==> src/rtl/ekf_spi_cmd_deframer.sv <==
// SPI byte-stream deframer: cmd, len, len x DATA_WIDTH words -> {cmd,len,data} beats through a small FIFO.
// Optional macro EKF_FRAME_CRC_EN: a trailing CRC-8 byte gates release of the whole frame.
module ekf_spi_cmd_deframer #(
  parameter int DATA_WIDTH = 32,
  parameter int FIFO_DEPTH = 4
) (
  input  logic                  i_clk,
  input  logic                  i_rst,
  input  logic                  i_frame_active,
  input  logic [7:0]            i_rx_byte,
  input  logic                  i_rx_valid,
  output logic [7:0]            o_cmd,
  output logic [7:0]            o_payload_length,
  output logic [DATA_WIDTH-1:0] o_payload_data,
  output logic                  o_payload_valid,
  input  logic                  i_payload_ready,
  output logic                  o_overflow,
  output logic                  o_frame_err,
  input  logic                  i_clr_status
);
  localparam int BYTES = DATA_WIDTH / 8;
  localparam int BCW   = (BYTES > 1) ? $clog2(BYTES) : 1;
  localparam int AW    = $clog2(FIFO_DEPTH);
  localparam int EW    = 16 + DATA_WIDTH;
  localparam logic [AW:0] PTR_ONE = (AW+1)'(1);
  localparam logic [AW:0] DEPTH_P = (AW+1)'(FIFO_DEPTH);

  typedef enum logic [2:0] {S_IDLE, S_CMD, S_LEN, S_DATA, S_DONE, S_RESYNC, S_CRC} state_t;
`ifdef EKF_FRAME_CRC_EN
  localparam state_t S_TAIL = S_CRC;
`else
  localparam state_t S_TAIL = S_DONE;
`endif

  state_t                r_state;
  logic                  r_fa_d;
  logic [7:0]            r_cmd, r_len, r_word_cnt;
  logic [BCW-1:0]        r_byte_cnt;
  logic [DATA_WIDTH-1:0] r_word;
  logic                  r_push_vld;
  logic [EW-1:0]         r_push_beat;
  logic [EW-1:0]         r_mem [FIFO_DEPTH];
  logic [AW:0]           r_rd_ptr, r_wr_ptr, r_wr_spec;
  logic                  r_overflow, r_frame_err;

  logic                  w_byte, w_rise, w_pop, w_full, w_push_ok, w_drop, w_abort, w_crc_bad;
  logic [AW:0]           w_used;
  logic [DATA_WIDTH-1:0] w_word_next;
  logic [EW-1:0]         w_head;

  assign w_byte      = i_rx_valid && i_frame_active;
  assign w_rise      = i_frame_active && !r_fa_d;
  assign w_word_next = (r_word << 8) | DATA_WIDTH'(i_rx_byte);
  assign w_used      = r_wr_spec - r_rd_ptr;
  assign w_full      = (w_used == DEPTH_P);
  assign w_pop       = o_payload_valid && i_payload_ready;
  assign w_push_ok   = r_push_vld && (!w_full || w_pop);
  assign w_drop      = r_push_vld && w_full && !w_pop;
  assign w_abort     = !i_frame_active && ((r_state == S_CMD) || (r_state == S_LEN) ||
                                           (r_state == S_DATA) || (r_state == S_CRC));

`ifdef EKF_FRAME_CRC_EN
  logic [7:0] r_crc;
  logic       w_commit, w_rollback;

  function automatic logic [7:0] crc8_byte(input logic [7:0] crc, input logic [7:0] b);
    logic [7:0] c;
    c = crc ^ b;
    for (int k = 0; k < 8; k++) c = c[7] ? ((c << 1) ^ 8'h07) : (c << 1);
    return c;
  endfunction

  assign w_crc_bad  = (r_state == S_CRC) && w_byte && (i_rx_byte != r_crc);
  assign w_commit   = (r_state == S_CRC) && w_byte && (i_rx_byte == r_crc);
  assign w_rollback = w_abort || w_crc_bad || w_drop;

  // running CRC over cmd, len and data bytes of the current frame
  always_ff @(posedge i_clk or posedge i_rst) begin
    if (i_rst) r_crc <= 8'h00;
    else if (r_state == S_IDLE) r_crc <= 8'h00;
    else if (w_byte && ((r_state == S_CMD) || (r_state == S_LEN) || (r_state == S_DATA)))
      r_crc <= crc8_byte(r_crc, i_rx_byte);
  end
`else
  assign w_crc_bad = 1'b0;
`endif

  // parser FSM; a dropped beat forces RESYNC so the rest of the frame is discarded
  always_ff @(posedge i_clk or posedge i_rst) begin
    if (i_rst) begin
      r_state     <= S_IDLE;
      r_fa_d      <= 1'b1;  // a frame already active at reset release must not look like a rise
      r_cmd       <= 8'h00;
      r_len       <= 8'h00;
      r_word_cnt  <= 8'h00;
      r_byte_cnt  <= '0;
      r_word      <= '0;
      r_push_vld  <= 1'b0;
      r_push_beat <= '0;
      r_overflow  <= 1'b0;
      r_frame_err <= 1'b0;
    end else begin
      r_fa_d     <= i_frame_active;
      r_push_vld <= 1'b0;
      if (w_drop) r_overflow <= 1'b1;
      else if (i_clr_status) r_overflow <= 1'b0;
      if (w_abort || w_crc_bad) r_frame_err <= 1'b1;
      else if (i_clr_status) r_frame_err <= 1'b0;
      case (r_state)
        S_IDLE: if (w_rise) r_state <= S_CMD;
        S_CMD: begin
          if (!i_frame_active) r_state <= S_IDLE;
          else if (w_byte) begin
            r_cmd   <= i_rx_byte;
            r_state <= S_LEN;
          end
        end
        S_LEN: begin
          if (!i_frame_active) r_state <= S_IDLE;
          else if (w_byte) begin
            r_len       <= i_rx_byte;
            r_word_cnt  <= 8'h00;
            r_byte_cnt  <= '0;
            r_push_vld  <= 1'b1;
            r_push_beat <= {r_cmd, i_rx_byte, {DATA_WIDTH{1'b0}}};
            r_state     <= (i_rx_byte == 8'h00) ? S_TAIL : S_DATA;
          end
        end
        S_DATA: begin
          if (!i_frame_active) r_state <= S_IDLE;
          else if (w_byte) begin
            r_word <= w_word_next;
            if (r_byte_cnt == BCW'(BYTES - 1)) begin
              r_byte_cnt  <= '0;
              r_push_vld  <= 1'b1;
              r_push_beat <= {r_cmd, r_len, w_word_next};
              r_word_cnt  <= r_word_cnt + 8'd1;
              if (r_word_cnt == r_len - 8'd1) r_state <= S_TAIL;
            end else begin
              r_byte_cnt <= r_byte_cnt + BCW'(1);
            end
          end
        end
`ifdef EKF_FRAME_CRC_EN
        S_CRC: begin
          if (!i_frame_active) r_state <= S_IDLE;
          else if (w_byte) r_state <= S_DONE;
        end
`endif
        S_DONE, S_RESYNC: if (!i_frame_active) r_state <= S_IDLE;
        default: r_state <= S_IDLE;
      endcase
      if (w_drop && i_frame_active) begin
        r_state    <= S_RESYNC;
        r_push_vld <= 1'b0;
      end
    end
  end

  // beat FIFO; with CRC enabled r_wr_spec runs ahead of the visible tail until commit
  always_ff @(posedge i_clk or posedge i_rst) begin
    if (i_rst) begin
      r_rd_ptr  <= '0;
      r_wr_ptr  <= '0;
      r_wr_spec <= '0;
      for (int i = 0; i < FIFO_DEPTH; i++) r_mem[i] <= '0;
    end else begin
      if (w_pop) r_rd_ptr <= r_rd_ptr + PTR_ONE;
      if (w_push_ok) r_mem[r_wr_spec[AW-1:0]] <= r_push_beat;
`ifdef EKF_FRAME_CRC_EN
      if (w_rollback) r_wr_spec <= r_wr_ptr;
      else if (w_push_ok) r_wr_spec <= r_wr_spec + PTR_ONE;
      if (w_commit) r_wr_ptr <= w_push_ok ? (r_wr_spec + PTR_ONE) : r_wr_spec;
`else
      if (w_push_ok) begin
        r_wr_spec <= r_wr_spec + PTR_ONE;
        r_wr_ptr  <= r_wr_ptr + PTR_ONE;
      end
`endif
    end
  end

  assign w_head           = r_mem[r_rd_ptr[AW-1:0]];
  assign o_cmd            = w_head[EW-1 -: 8];
  assign o_payload_length = w_head[EW-9 -: 8];
  assign o_payload_data   = w_head[DATA_WIDTH-1:0];
  assign o_payload_valid  = (r_wr_ptr != r_rd_ptr);
  assign o_overflow       = r_overflow;
  assign o_frame_err      = r_frame_err;
endmodule

==> config.mk <==
export PLATFORM = sky130hd
export DESIGN_NAME = ekf_spi_cmd_deframer
export DESIGN_NICKNAME = d
export VERILOG_FILES = /design/src/rtl/ekf_spi_cmd_deframer.sv
export SDC_FILE = /design/constraint.sdc
export NUM_CORES = 1
export LEC_CHECK = 0
export ABC_AREA = 1
export CAP_MARGIN = 0
export CORE_ASPECT_RATIO = 2
export CORE_MARGIN = 2
export CORE_UTILIZATION = 55
export CTS_BUF_LIST = sky130_fd_sc_hd__clkbuf_2
export CTS_CLUSTER_DIAMETER = 200
export CTS_CLUSTER_SIZE = 10
export DETAILED_ROUTE_END_ITERATION = 12
export PLACE_DENSITY = 0.86
export SYNTH_ARGS = -nofsm -noshare
export SYNTH_HDL_FRONTEND = slang
export SYNTH_SLANG_ARGS = --single-unit
==> constraint.sdc <==
create_clock -name i_clk -period 14.3 [get_ports i_clk]
set_input_delay 2.86 -clock i_clk [delete_from_list [all_inputs] [get_ports i_clk]]
set_output_delay 2.86 -clock i_clk [all_outputs]
set_load 0.01 [all_outputs]
==> out/qor.yml <==
clock_network:
  clk_path_buf_depth: 3
  cts-root-buf: "clkbuf_2"
  path_clk_slew_ps: 190
  cts_made_buffers: 36
  htreeDepth: 2
  post-cts-setup-buffers: 0
  cts_hold_buf: 0
  clock-sinks: 306
  insertion_delay_ps: 780
  cts-resized-gates: 0
  cts_tree: "done"
critical_path:
  path_max_fanout: 67
  critPathTopFamily: "buffers and inverters"
  critPathBufInv: 3
  reg2reg_slack_ps: 10260
  crit_start: "r_rd_ptr[0]$_DFFE_PP0P_"
  r2r_start: "r_rd_ptr[1]$_DFFE_PP0P_"
  crit_chain: "inv_2 > buf_4 > o21ai_0 > o22ai_1 > clkdlybuf4s50_1"
  critical_path.max_stage_delay_ps: 670
  path_class: "register to primary output"
  r2r_end: "r_mem[117]$_DFFE_PP0P_"
  cp_data_arrival_time_ps: 3690
  cp-start-kind: "register"
  setup.worst_path.end_class: "primary output"
  crit_required_ps: 11440
  reg2regPathDepth: 11
  critPathSlowestCell: "buf_4"
synth:
  netlist_area_um2: 13690
  yosysTopAreaCellShare_pct: 55.76
  ys_types: 38
  avgSynthCellArea_um2: 9.089
  yosys_warnings: 0
  yosysTopAreaCell: "dfrtp_1"
  syn_inst: 1506
  synth_area_leaders: "dfrtp_1 (56%), nand2_1 (9.7%), o21ai_0 (8.1%), o21a_1 (6.6%), nor2_1 (3.2%)"
  ys_seq_elements: 306
  seq_area_frac_synth_pct: 55.95
  synth_fp_nets: 1531
sta:
  rsz0062_at_grt: "no"
  period_share_pct: 45.78
  hold_viol: 0
  final.setup.tns_ps: 0
  min_period_ps: 6546
  max_freq_mhz: 152.8
  slew_headroom_pct: 18.96
  fin_skew_ps: 54.42
  setup_viol: 0
  worst_pin_slew_ps: 1213
  drv_slew: 0
die:
  coreArea_um2: 24420
  die_area_um2: 26240
  dieHeight_um: 227.1
  rows: 81
  dieWidth_um: 115.6
  start_util_pct: 56.04
  ios: 65
layout:
  synthToLayoutAreaGrowth_pct: 6.517
  fin_nets: 1553
  drive_gt1_share_pct: 5.625
  final_core_util_pct: 59.69
flow_run:
  max-cap-violations: 0
grt:
  grt_overflow: 0
  grt_max_degree: 137
  grt_pass1_vias: 10750
  antenna_found_initial: 1
  grt_pass1_wl_um: 52050
  grt_usage_pct: 25.01
worst_hold_path:
  min-delay-start: "r_cmd[0]$_DFFE_PP0P_"
  hp-class: "register to register"
  min_to: "r_push_beat[40]$_DFFE_PP0P_"
  hold-path-cell-count: 2
route:
  drtAntennaViolNets: 0
  first_pass_iters: 7
  routedWlPerCell_um: 17.04
  viasPerCell: 5.770
  drc: 0
  wl_um: 31730
  vias: 10740
  drtIter0Drc: 544
placement:
  hpwl_um: 20180
  place.gp.congestion: 0.8603
  placement.io_buffers: 64
power_and_ir_drop:
  ir_worst_vdd_mv: 0.09252
  power_density_nw_per_um2: 181.4
  p_leak_nw: 6.904
status:
  status: "completed"
==> logic make-up after synthesis <==
family                   count (synthesis)  synth area share [%]
multiplexers                            17                 1.399
adder cells (fa/ha/maj)                 11                 1.005
XOR/XNOR                                14                0.9507
AND/OR/NAND/NOR                        543                 15.99
AO/OA/AOI/OAI                          426                 18.51
flip-flops                             306                 55.95
buffers and inverters                  189                 6.197
==> final cells by class <==
cell class,count,area (um2)
antenna,1,2.502
clock buffer,38,190.2
clock inverter,1,30.03
fill,2075,9844
inverter,98,377.9
multi-input combinational,1011,5181
sequential,306,7660
tap,332,415.4
timing repair buffer,75,723.2
==> flip-flops by register name (all words and copies together) (netlist names) <==
name and flops:
r_mem 192, r_push_beat 48, r_word 24, r_cmd 8, r_len 8, r_word_cnt 8, r_rd_ptr 3, r_state 3
r_wr_ptr 3, r_wr_spec 3, r_byte_cnt 2, o_frame_err 1, o_overflow 1, r_fa_d 1, r_push_vld 1
==> power breakdown <==
part | leakage [nW] | total, mW | internal [mW] | switching [mW]
Combinational | 2.72 | 1.07 | 0.430 | 0.638
Sequential | 4.02 | 1.22 | 1.07 | 0.145
Clock | 0.172 | 0.356 | 0.0873 | 0.268
Total | 6.90 | 2.64 | 1.59 | 1.05
==> layout by cell type, fill, tap and decap left out, drive strengths merged <==
master	synthesis	final
o21bai	1	1
inv	96	97
o21ai	238	238
nor3	7	7
ha	11	11
dfstp	1	1
buf	44	11
o22ai	48	48
a31oi	1	1
nand3	57	57
a211oi	1	1
nor3b	1	1
nor2	121	121
diode	0	1
o21a	120	120
nand4	2	2
xor2	5	5
clkbuf	47	38
nand2	354	354
o211ai	9	9
dfrtp	305	305
clkinv	2	1
bufinv	0	1
clkdlybuf4s50	0	64
o31ai	2	2
mux2	17	17
xnor2	9	9
or2	1	1
a21oi	6	6
==> metal layers <==
| layer | track usage, % | vias to the layer above | part of all wire, % |
|---|---|---|---|
| met2 | 44.88 | 373 | 54 |
| met4 | 15.47 | 0 | 5.7 |
| li1 | - | 5012 | - |
| met5 | 0 | - | 0 |
| met3 | 2.796 | 114 | 4.9 |
| met1 | 27.81 | 5245 | 35 |
==> worst max-delay path by stage <==
stage                         endpoint  cells after the start
6_report           o_payload_length[3]                      5
5_1_grt            o_payload_length[0]                      5
4_1_cts            o_payload_length[3]                      5
3_5_place_dp       o_payload_length[3]                      5
3_3_place_gp       o_payload_length[3]                      5
2_1_floorplan  o_frame_err$_DFFE_PP0P_                      1
==> through the flow <==
stage | std cells | worst slack, ps | hold slack [ps] | power, mW | instance area [um2]
6_report | 1862 | 7754 | 478.7 | 2.644 | 14580
5_1_grt | 1862 | 7581 | 513.8 | 2.825 | 14580
4_1_cts | 1861 | 7725 | 473.5 | 2.657 | 14580
3_5_place_dp | 1822 | 8646 | 459.0 | 2.305 | 14360
3_3_place_gp | 1822 | 8622 | 456.2 | 2.266 | 14360
2_1_floorplan | 1506 | 2982 | 442.2 | 1.869 | 13690
==> synthesized netlist by cell type <==
| master | instances |
|---|---|
| a211oi_1 | 1 |
| a21oi_1 | 6 |
| a31oi_1 | 1 |
| buf_1 | 4 |
| buf_2 | 25 |
| buf_4 | 2 |
| buf_6 | 13 |
| clkbuf_1 | 47 |
| clkinv_1 | 2 |
| dfrtp_1 | 305 |
| dfstp_2 | 1 |
| ha_1 | 11 |
| inv_1 | 95 |
| inv_4 | 1 |
| mux2_2 | 17 |
| nand2_1 | 352 |
| nand2_2 | 1 |
| nand2_4 | 1 |
| nand3_1 | 55 |
| nand3_2 | 2 |
| nand4_1 | 2 |
| nor2_1 | 117 |
| nor2_4 | 3 |
| nor2_8 | 1 |
| nor3_1 | 7 |
| nor3b_1 | 1 |
| o211ai_1 | 9 |
| o21a_1 | 120 |
| o21ai_0 | 222 |
| o21ai_1 | 14 |
| o21ai_2 | 2 |
| o21bai_1 | 1 |
| o22ai_1 | 48 |
| o31ai_1 | 2 |
| or2_2 | 1 |
| xnor2_1 | 8 |
| xnor2_2 | 1 |
| xor2_1 | 5 |
==> worst min-delay path, cell delays in order, from the launching register on <==
cell,delay [ps]
dfrtp_1,400
nand2_1,60
nand2_1,50
No activity file was read; power rests on OpenSTA's default activity.
